$ cat config.mk
export PLATFORM = sky130hd
export DESIGN_NAME = bist_ctrl
export DESIGN_NICKNAME = d
export VERILOG_FILES = /design/src/rtl/bist_ctrl.sv
export SDC_FILE = /design/constraint.sdc
export NUM_CORES = 1
export LEC_CHECK = 0
export BUFFER_PORTS_ARGS = -buffer_cell sky130_fd_sc_hd__buf_4
export CAP_MARGIN = 25
export CELL_PAD_IN_SITES_DETAIL_PLACEMENT = 0
export CELL_PAD_IN_SITES_GLOBAL_PLACEMENT = 2
export CORE_MARGIN = 2
export CORE_UTILIZATION = 30
export CTS_CLUSTER_SIZE = 8
export DETAILED_ROUTE_END_ITERATION = 12
export HOLD_SLACK_MARGIN = 0.12
export PLACE_DENSITY_LB_ADDON = 0.1
export SLEW_MARGIN = 30
export SYNTH_ARGS = -nofsm -noshare
export SYNTH_HDL_FRONTEND = slang
export SYNTH_SLANG_ARGS = --single-unit
$ cat constraint.sdc
create_clock -name C -period 1.73 [get_ports C]
set_input_delay 0.2595 -clock C [delete_from_list [all_inputs] [get_ports C]]
set_output_delay 0.2595 -clock C [all_outputs]
set_load 0.01 [all_outputs]
$ cat src/rtl/bist_ctrl.sv
`default_nettype none
// ============================================================================
//  Module      : bist_ctrl
//  Description : Logic BIST controller. An LFSR drives patterns into a
//                circuit under test. A MISR compacts the responses, which can
//                arrive up to three clocks late. The final signature is
//                compared against a golden value.
//  Revision    : 1.0 - initial release
// ============================================================================
module bist_ctrl #(
    parameter int             W    = 8,
    parameter logic [W-1:0]   POLY = 8'h1D,
    parameter logic [W-1:0]   SEED = 8'h01,
    parameter int             LAT  = 0
) (
    input  logic          C,
    input  logic          RN,
    input  logic          start,
    input  logic          abort,
    input  logic [15:0]   npat,
    input  logic [W-1:0]  golden,
    output logic [W-1:0]  cut_in,
    input  logic [W-1:0]  cut_out,
    output logic          busy,
    output logic          done,
    output logic          pass,
    output logic [W-1:0]  sig
);

    // An all-zero LFSR would lock up, so a zero seed is promoted to 1.
    localparam logic [W-1:0] c_seed = (SEED == '0) ? {{(W-1){1'b0}}, 1'b1} : SEED;

    // Initial DRAIN count. DRAIN exits once the count reaches zero.
    localparam logic [1:0] c_drain_init = (LAT > 0) ? 2'(LAT - 1) : 2'd0;

    localparam logic [2:0] c_idle  = 3'd0;
    localparam logic [2:0] c_seed_st = 3'd1;
    localparam logic [2:0] c_run   = 3'd2;
    localparam logic [2:0] c_drain = 3'd3;
    localparam logic [2:0] c_done  = 3'd4;

    logic [2:0]   r_state;
    logic [2:0]   w_next;
    logic [W-1:0] r_lfsr;
    logic [W-1:0] r_misr;
    logic [15:0]  r_cnt;
    logic [1:0]   r_dcnt;
    logic         r_done;
    logic         r_pass;
    logic [W-1:0] r_sig;
    logic         w_abort;
    logic         w_push;
    logic         w_tok_out;
    logic         w_start;

    // Galois shift shared by the pattern generator and the signature register.
    function automatic logic [W-1:0] f_shift(input logic [W-1:0] x);
        return {x[W-2:0], 1'b0} ^ (x[W-1] ? POLY : '0);
    endfunction

    assign w_abort = abort && (r_state != c_idle);
    assign w_start = start && (r_state == c_idle);
    assign w_push  = (r_state == c_run);

    assign cut_in = (r_state == c_run) ? r_lfsr : '0;
    assign busy   = (r_state == c_seed_st) || (r_state == c_run) || (r_state == c_drain);
    assign done   = r_done;
    assign pass   = r_pass;
    assign sig    = r_sig;

    // Each applied pattern carries a valid token. The token reaches the MISR
    // in the cycle when the matching CUT response is present on cut_out.
    generate
        if (LAT == 0) begin : g_lat_zero
            assign w_tok_out = w_push;
        end else begin : g_lat_pipe
            logic [LAT-1:0] r_vld;

            // Token delay line. It is flushed on abort so that a stale
            // response cannot reach a later run.
            always_ff @(posedge C or negedge RN) begin
                if (!RN) begin
                    r_vld <= '0;
                end else if (w_abort) begin
                    r_vld <= '0;
                end else begin
                    r_vld[0] <= w_push;
                    for (int i = 1; i < LAT; i++) begin
                        r_vld[i] <= r_vld[i-1];
                    end
                end
            end

            assign w_tok_out = r_vld[LAT-1];
        end
    endgenerate

    // State register.
    always_ff @(posedge C or negedge RN) begin
        if (!RN) begin
            r_state <= c_idle;
        end else begin
            r_state <= w_next;
        end
    end

    // Next-state logic. Abort overrides every other transition.
    always_comb begin
        w_next = r_state;
        case (r_state)
            c_idle:    if (start) w_next = c_seed_st;
            c_seed_st: w_next = (r_cnt != 16'd0) ? c_run : c_done;
            c_run:     if (r_cnt == 16'd1) w_next = (LAT > 0) ? c_drain : c_done;
            c_drain:   if (r_dcnt == 2'd0) w_next = c_done;
            c_done:    w_next = c_idle;
            default:   w_next = c_idle;
        endcase
        if (w_abort) begin
            w_next = c_idle;
        end
    end

    // Datapath. The run is armed on the start edge so that SEED already holds
    // the latched pattern count when it chooses between RUN and DONE.
    always_ff @(posedge C or negedge RN) begin
        if (!RN) begin
            r_lfsr <= c_seed;
            r_misr <= '0;
            r_cnt  <= 16'd0;
            r_dcnt <= 2'd0;
            r_done <= 1'b0;
            r_pass <= 1'b0;
            r_sig  <= '0;
        end else if (w_abort) begin
            r_cnt  <= 16'd0;
            r_dcnt <= 2'd0;
            r_done <= 1'b0;
            r_pass <= 1'b0;
            r_sig  <= '0;
        end else begin
            r_done <= 1'b0;
            if (w_start) begin
                r_lfsr <= c_seed;
                r_misr <= '0;
                r_cnt  <= npat;
                r_pass <= 1'b0;
                r_sig  <= '0;
            end else if (w_tok_out) begin
                r_misr <= f_shift(r_misr) ^ cut_out;
            end
            if (r_state == c_run) begin
                r_lfsr <= f_shift(r_lfsr);
                r_cnt  <= r_cnt - 16'd1;
                r_dcnt <= c_drain_init;
            end
            if (r_state == c_drain) begin
                r_dcnt <= r_dcnt - 2'd1;
            end
            if (r_state == c_done) begin
                r_done <= 1'b1;
                r_sig  <= r_misr;
                r_pass <= (r_misr == golden);
            end
        end
    end

endmodule
`default_nettype wire

## Word-level counts from Yosys, hierarchy flattened

Cells that the tools add are included.
W data, S select, Z words.

- Flip-flop bits (word level): 47

- Add/sub/neg operators: 2
- Equal/unequal tests: 9
- Multiplexer cells: 27
- Bitwise logic cells: 4
- Reduce and logical (&&, ||, !) cells: 14

Operator list:

| operator | number |
|---|---|
| $mux W8 | 8 |
| $mux W16 | 3 |
| $eq A16 B1 Y1 const B | 1 |
| $reduce_bool A16 Y1 | 1 |
| $sub A16 B1 Y16 const B | 1 |
| $xor A8 B5 Y8 | 2 |
| $mux W3 | 5 |
| $pmux W3 S4 | 1 |
| $reduce_bool A3 Y1 | 4 |
| $mux W5 | 2 |
| $eq A8 B8 Y1 | 1 |
| $xor A8 B8 Y8 | 1 |
| $eq A3 B2 Y1 const B | 2 |
| $mux W2 | 3 |
| $ne A3 B2 Y1 const B | 2 |
| $mux W1 | 5 |
| $eq A3 B1 Y1 const B | 1 |
| $eq A3 B3 Y1 const B | 1 |
| $logic_not A3 Y1 | 1 |
| $ne A3 B3 Y1 const B | 1 |
| $reduce_and A3 Y1 | 1 |
| $logic_and A1 B1 Y1 | 2 |
| $logic_not A2 Y1 | 1 |
| $logic_or A1 B1 Y1 | 2 |
| other kinds (4) | 4 |

## Depth between registers and ports, before layout

- Depth in word-level cells: 5
- Mapped depth: 6
- Gate-level depth less buffers: 6

## Least setup slack after synthesis

Ideal clock, no wire load.

- Kind: register -> register
- Start: register r_cnt[5]
- End: register r_state[2]
- Arrival time: 1.775 ns
- Path slack: -0.111 ns
- Stages on the path, launching flop included: 5
- Period minus slack after synthesis: 1.841 ns
- Cell sequence: dfrtp_1 -> or4_4 -> or4_4 -> o41ai_2 -> a22o_1

- Word-level cells in the longest chain between the ends: 4

Ends and longest elaborated chain:

| what | RTL line | RTL |
|---|---|---|
| start, declared | 46 | `logic [15:0] r_cnt;` |
| start signal, assigned | 145 | `r_cnt <= npat;` |
| start signal, assigned | 153 | `r_cnt <= r_cnt - 16'd1;` |
| $reduce_bool A16 Y1 | 112 | `c_seed_st: w_next = (r_cnt != 16'd0) ? c_run : c_done;` |
| $mux W3 | 112 |  |
| $pmux W3 S4 | 110 | `case (r_state)` |
| $mux W3 | 118 | `if (w_abort) begin` |
| end signal, assigned | 101 | `r_state <= c_idle;` |
| end signal, assigned | 103 | `r_state <= w_next;` |
| end, declared | 42 | `logic [2:0] r_state;` |

Several ways; a longest one is shown, not always the timed one.
A chain may end at the register's enable or synchronous reset.

## Final worst setup path

Same ends and word-level chain as after synthesis.

==> metrics.md <==
| Metric | Value |
|---|---|
| Initial antenna violation count | `0` |
| Clock Path Buffers | `2` |
| CORE AREA | `0.008217 mm2` |
| Number of global-route vias before repair | `2325` |
| WP data arrival | `2.11 ns` |
| CTS tree | `yes` |
| Gr usage total | `16.49%` |
| Post-Syn Nets | `301` |
| Slew Limit Fails | `0` |
| Total Wirelength | `7407 um` |
| Number of synthesized flops with an enable pin | `0` |
| Mapped cell area | `0.002550 mm2` |
| Vias | `2326` |
| H-tree Lvls | `2` |
| WHS | `0.1577 ns` |
| Register bit total from synthesis | `47` |
| Sink Count | `47` |
| First-pass GRT wire length | `11660 um` |
| Syn avg cell area | `9.770 um2` |
| Fin cells | `473` |
| Logic pwr share | `50.4%` |
| Max cap viols | `0` |
| Clock Latency Late Sink | `0.30 ns` |
| Post-route antenna net violation count | `0` |
| Boundary Pins | `55` |
| Share of layout cells above drive strength 1 | `42.93%` |
| Yosys cell types | `48` |
| Psw | `1.960 mW` |
| Wire per inst | `15.66 um` |
| RSZ-0062 raised after global routing | `yes` |
| Period minus WS final | `1.867 ns` |
| Most frequent cells in the layout | `87 x buf_4, 46 x dfrtp_1, 23 x nand2_1, 23 x buf_6, 21 x o21ai_0` |
| Highest net fanout along the worst path | `2` |
| Required @ worst endpoint | `1.97 ns` |
| 1st-iter DRT viols | `62` |
| Worst setup SP type | `flop` |
| Sequential share of the synthesized area | `46.17%` |
| Worst slew margin | `57.75%` |
| Power per cell area | `1367 mW/mm2` |
| Worst Setup End Kind | `flop` |
| Placer Congestion | `0.7469` |
| Clock share of power | `18.3%` |
| Switching portion of total power | `37.03%` |
| Largest net degree at the start of global routing | `48` |
| Drt pass-1 iters | `4` |
| VDD IR-drop max | `578.5 uV` |
| Number of failing hold endpoints at the final stage | `0` |
| Worst slew pin tran | `0.6338 ns` |
| Area grow syn2layout | `51.91%` |
| Pint | `3.333 mW` |
| Area leader, netlist | `dfrtp_1` |
| LEAKAGE | `1.747 nW` |
| Area contributors post-synth | `dfrtp_1 45%, xnor2_1 6.2%, o21ai_0 5.3%, nand2_1 3.4%, a22o_1 3.1%` |
| Clock tree root buffer cell | `clkbuf_8` |
| Die height | `96.20 um` |
| Die X-Extent | `96.20 um` |
| Reg power frac | `31.3%` |
| Final setup margin | `-0.1369 ns` |
| Filler instances | `821` |
| Antenna Cells | `0` |
| Endpoints failing setup | `12` |
| Remaining global-route overflow | `0` |
| Final period utilization | `107.9%` |
| Die ar. | `0.009253 mm2` |
| Post-DP HPWL | `5145 um` |
| Nets | `407` |
| Run status | `complete, but fails checks` |
| Row count | `33` |
| Failing checks | `negative setup slack` |
| Async SR Flop Fraction | `100.0%` |
| Num CTS Buffers | `5` |
| Initial core utilization | `31.03%` |
| CTS clk-pin slew, worst paths | `0.09 ns` |
| FF-to-FF setup slack | `-0.14 ns` |
| Via density | `4.918` |
| Final core occ | `47.14%` |
| Yosys warning count | `0` |
| Leading cell type in the layout, fill and taps excluded | `buf_4` |
| Kind of critical path | `flop to flop` |
| Main flop type after synthesis | `dfrtp_1` |
| Worst min-delay path class | `primary input to flop` |
| Maximum clock rate | `535.7 MHz` |
| Port Buf Inserts | `54` |
| Skew final | `0.007859 ns` |
| Cell total after placement | `452` |
| Drt drc | `0` |
| Post-synth top area share | `45.14%` |
| Syn Inst Count | `261` |
-- Yosys cell counts, types with 2 or more instances --
cell type,instances
mux2_2,4
a22o_1,9
o31ai_1,4
nand3_1,8
nor3_1,7
and2_1,8
a21oi_1,9
xor2_1,8
nor4_1,2
buf_2,4
nand2_1,23
nand4_1,2
nor4b_1,2
o21ai_0,27
ha_1,4
o21a_1,2
a22oi_1,5
nand2b_1,3
dfrtp_1,46
a221o_1,2
xnor2_1,18
clkbuf_1,9
inv_1,9
a32oi_1,2
nor2_1,14
nor3b_1,2
o211ai_1,4
or4_4,2
or4_1,3
-- repair_timing --
item,4_1_cts,5_1_grt
hold buffers,1,0
cloned,1,1
pin swaps,6,7
endpoints found under the hold margin,46,0
endpoints found under the setup margin,28,35
gates resized for setup,34,29
setup buffers,4,8
-- kinds of logic (layout without fill, tap and decap cells) --
family | Yosys count | after routing | share of synthesized area, %
XOR/XNOR | 26 | 26 | 8.930
AND/OR/NAND/NOR | 85 | 85 | 18.89
flip-flops | 47 | 47 | 46.17
AO/OA/AOI/OAI | 72 | 72 | 18.70
buffers and inverters | 23 | 130 | 3.582
adder cells (fa/ha/maj) | 4 | 4 | 1.963
multiplexers | 4 | 4 | 1.766
-- power by group through the flow --
stage	logic [mW]	clock network (mW)	registers, mW
final	2.67	0.968	1.66
after global routing	2.93	1.04	1.71
after CTS	2.42	1.00	1.65
after detailed placement	2.21	0	1.67
after global placement	2.21	0	1.66
after floorplan	1.17	0	1.64
-- path summary, 6_finish.rpt --
check                                     start                     end  cells after the start
max reg2reg                r_cnt[5]$_DFFE_PN0P_  r_state[2]$_DFFE_PN0P_                      4
max in group asynchronous                    RN   r_misr[7]$_DFFE_PN0P_                      2
max                        r_cnt[5]$_DFFE_PN0P_  r_state[2]$_DFFE_PN0P_                      4
min reg2reg                    pass$_DFFE_PN0P_        pass$_DFFE_PN0P_                      2
min                                    npat[11]   r_cnt[11]$_DFFE_PN0P_                      3
min in group asynchronous                    RN      sig[2]$_DFFE_PN0P_                      2
-- metal layers --
layer,wire length [um],global-route usage (%),up-vias
met4,58,3.810,0
met5,0,0,-
met1,3314,21.11,1126
li1,-,-,1150
met2,3744,28.65,44
met3,289,3.132,6
-- sequential cells by signal (all words and copies together) (netlist names) --
name     flops
r_dcnt       2
r_lfsr       8
r_state      3
sig          8
r_cnt       16
done         1
pass         1
r_misr       8
-- per-stage QoR --
stage | setup WS (ns) | TNS, ns | power (mW) | area, um2
final | -0.1369 | -0.9191 | 5.294 | 3874
after global routing | -0.1674 | -3.125 | 5.676 | 3874
after CTS | -0.1350 | -0.5275 | 5.076 | 3704
after detailed placement | -0.1245 | -0.9021 | 3.876 | 3417
after global placement | -0.1148 | -0.8223 | 3.873 | 3417
after floorplan | -0.1112 | -0.2423 | 2.805 | 2570
-- area by class of cell --
cell class	instances	area [um2]	area share, %
Clock buffer	6	72.57	1.873
Clock inverter	2	60.06	1.550
Inverter	9	33.78	0.8721
Multi-Input combinational cell	191	1436	37.08
Sequential cell	47	1177	30.39
Tap cell	105	131.4	3.391
Timing Repair Buffer	113	962.2	24.84
-- critical path, stage by stage (launching register included) --
cell and delay (ns):
dfrtp_1 0.39, or4_4 0.54, or4_4 0.45, o41ai_4 0.24, a22o_1 0.19
Note: power is estimated with default switching activity, not from simulation.
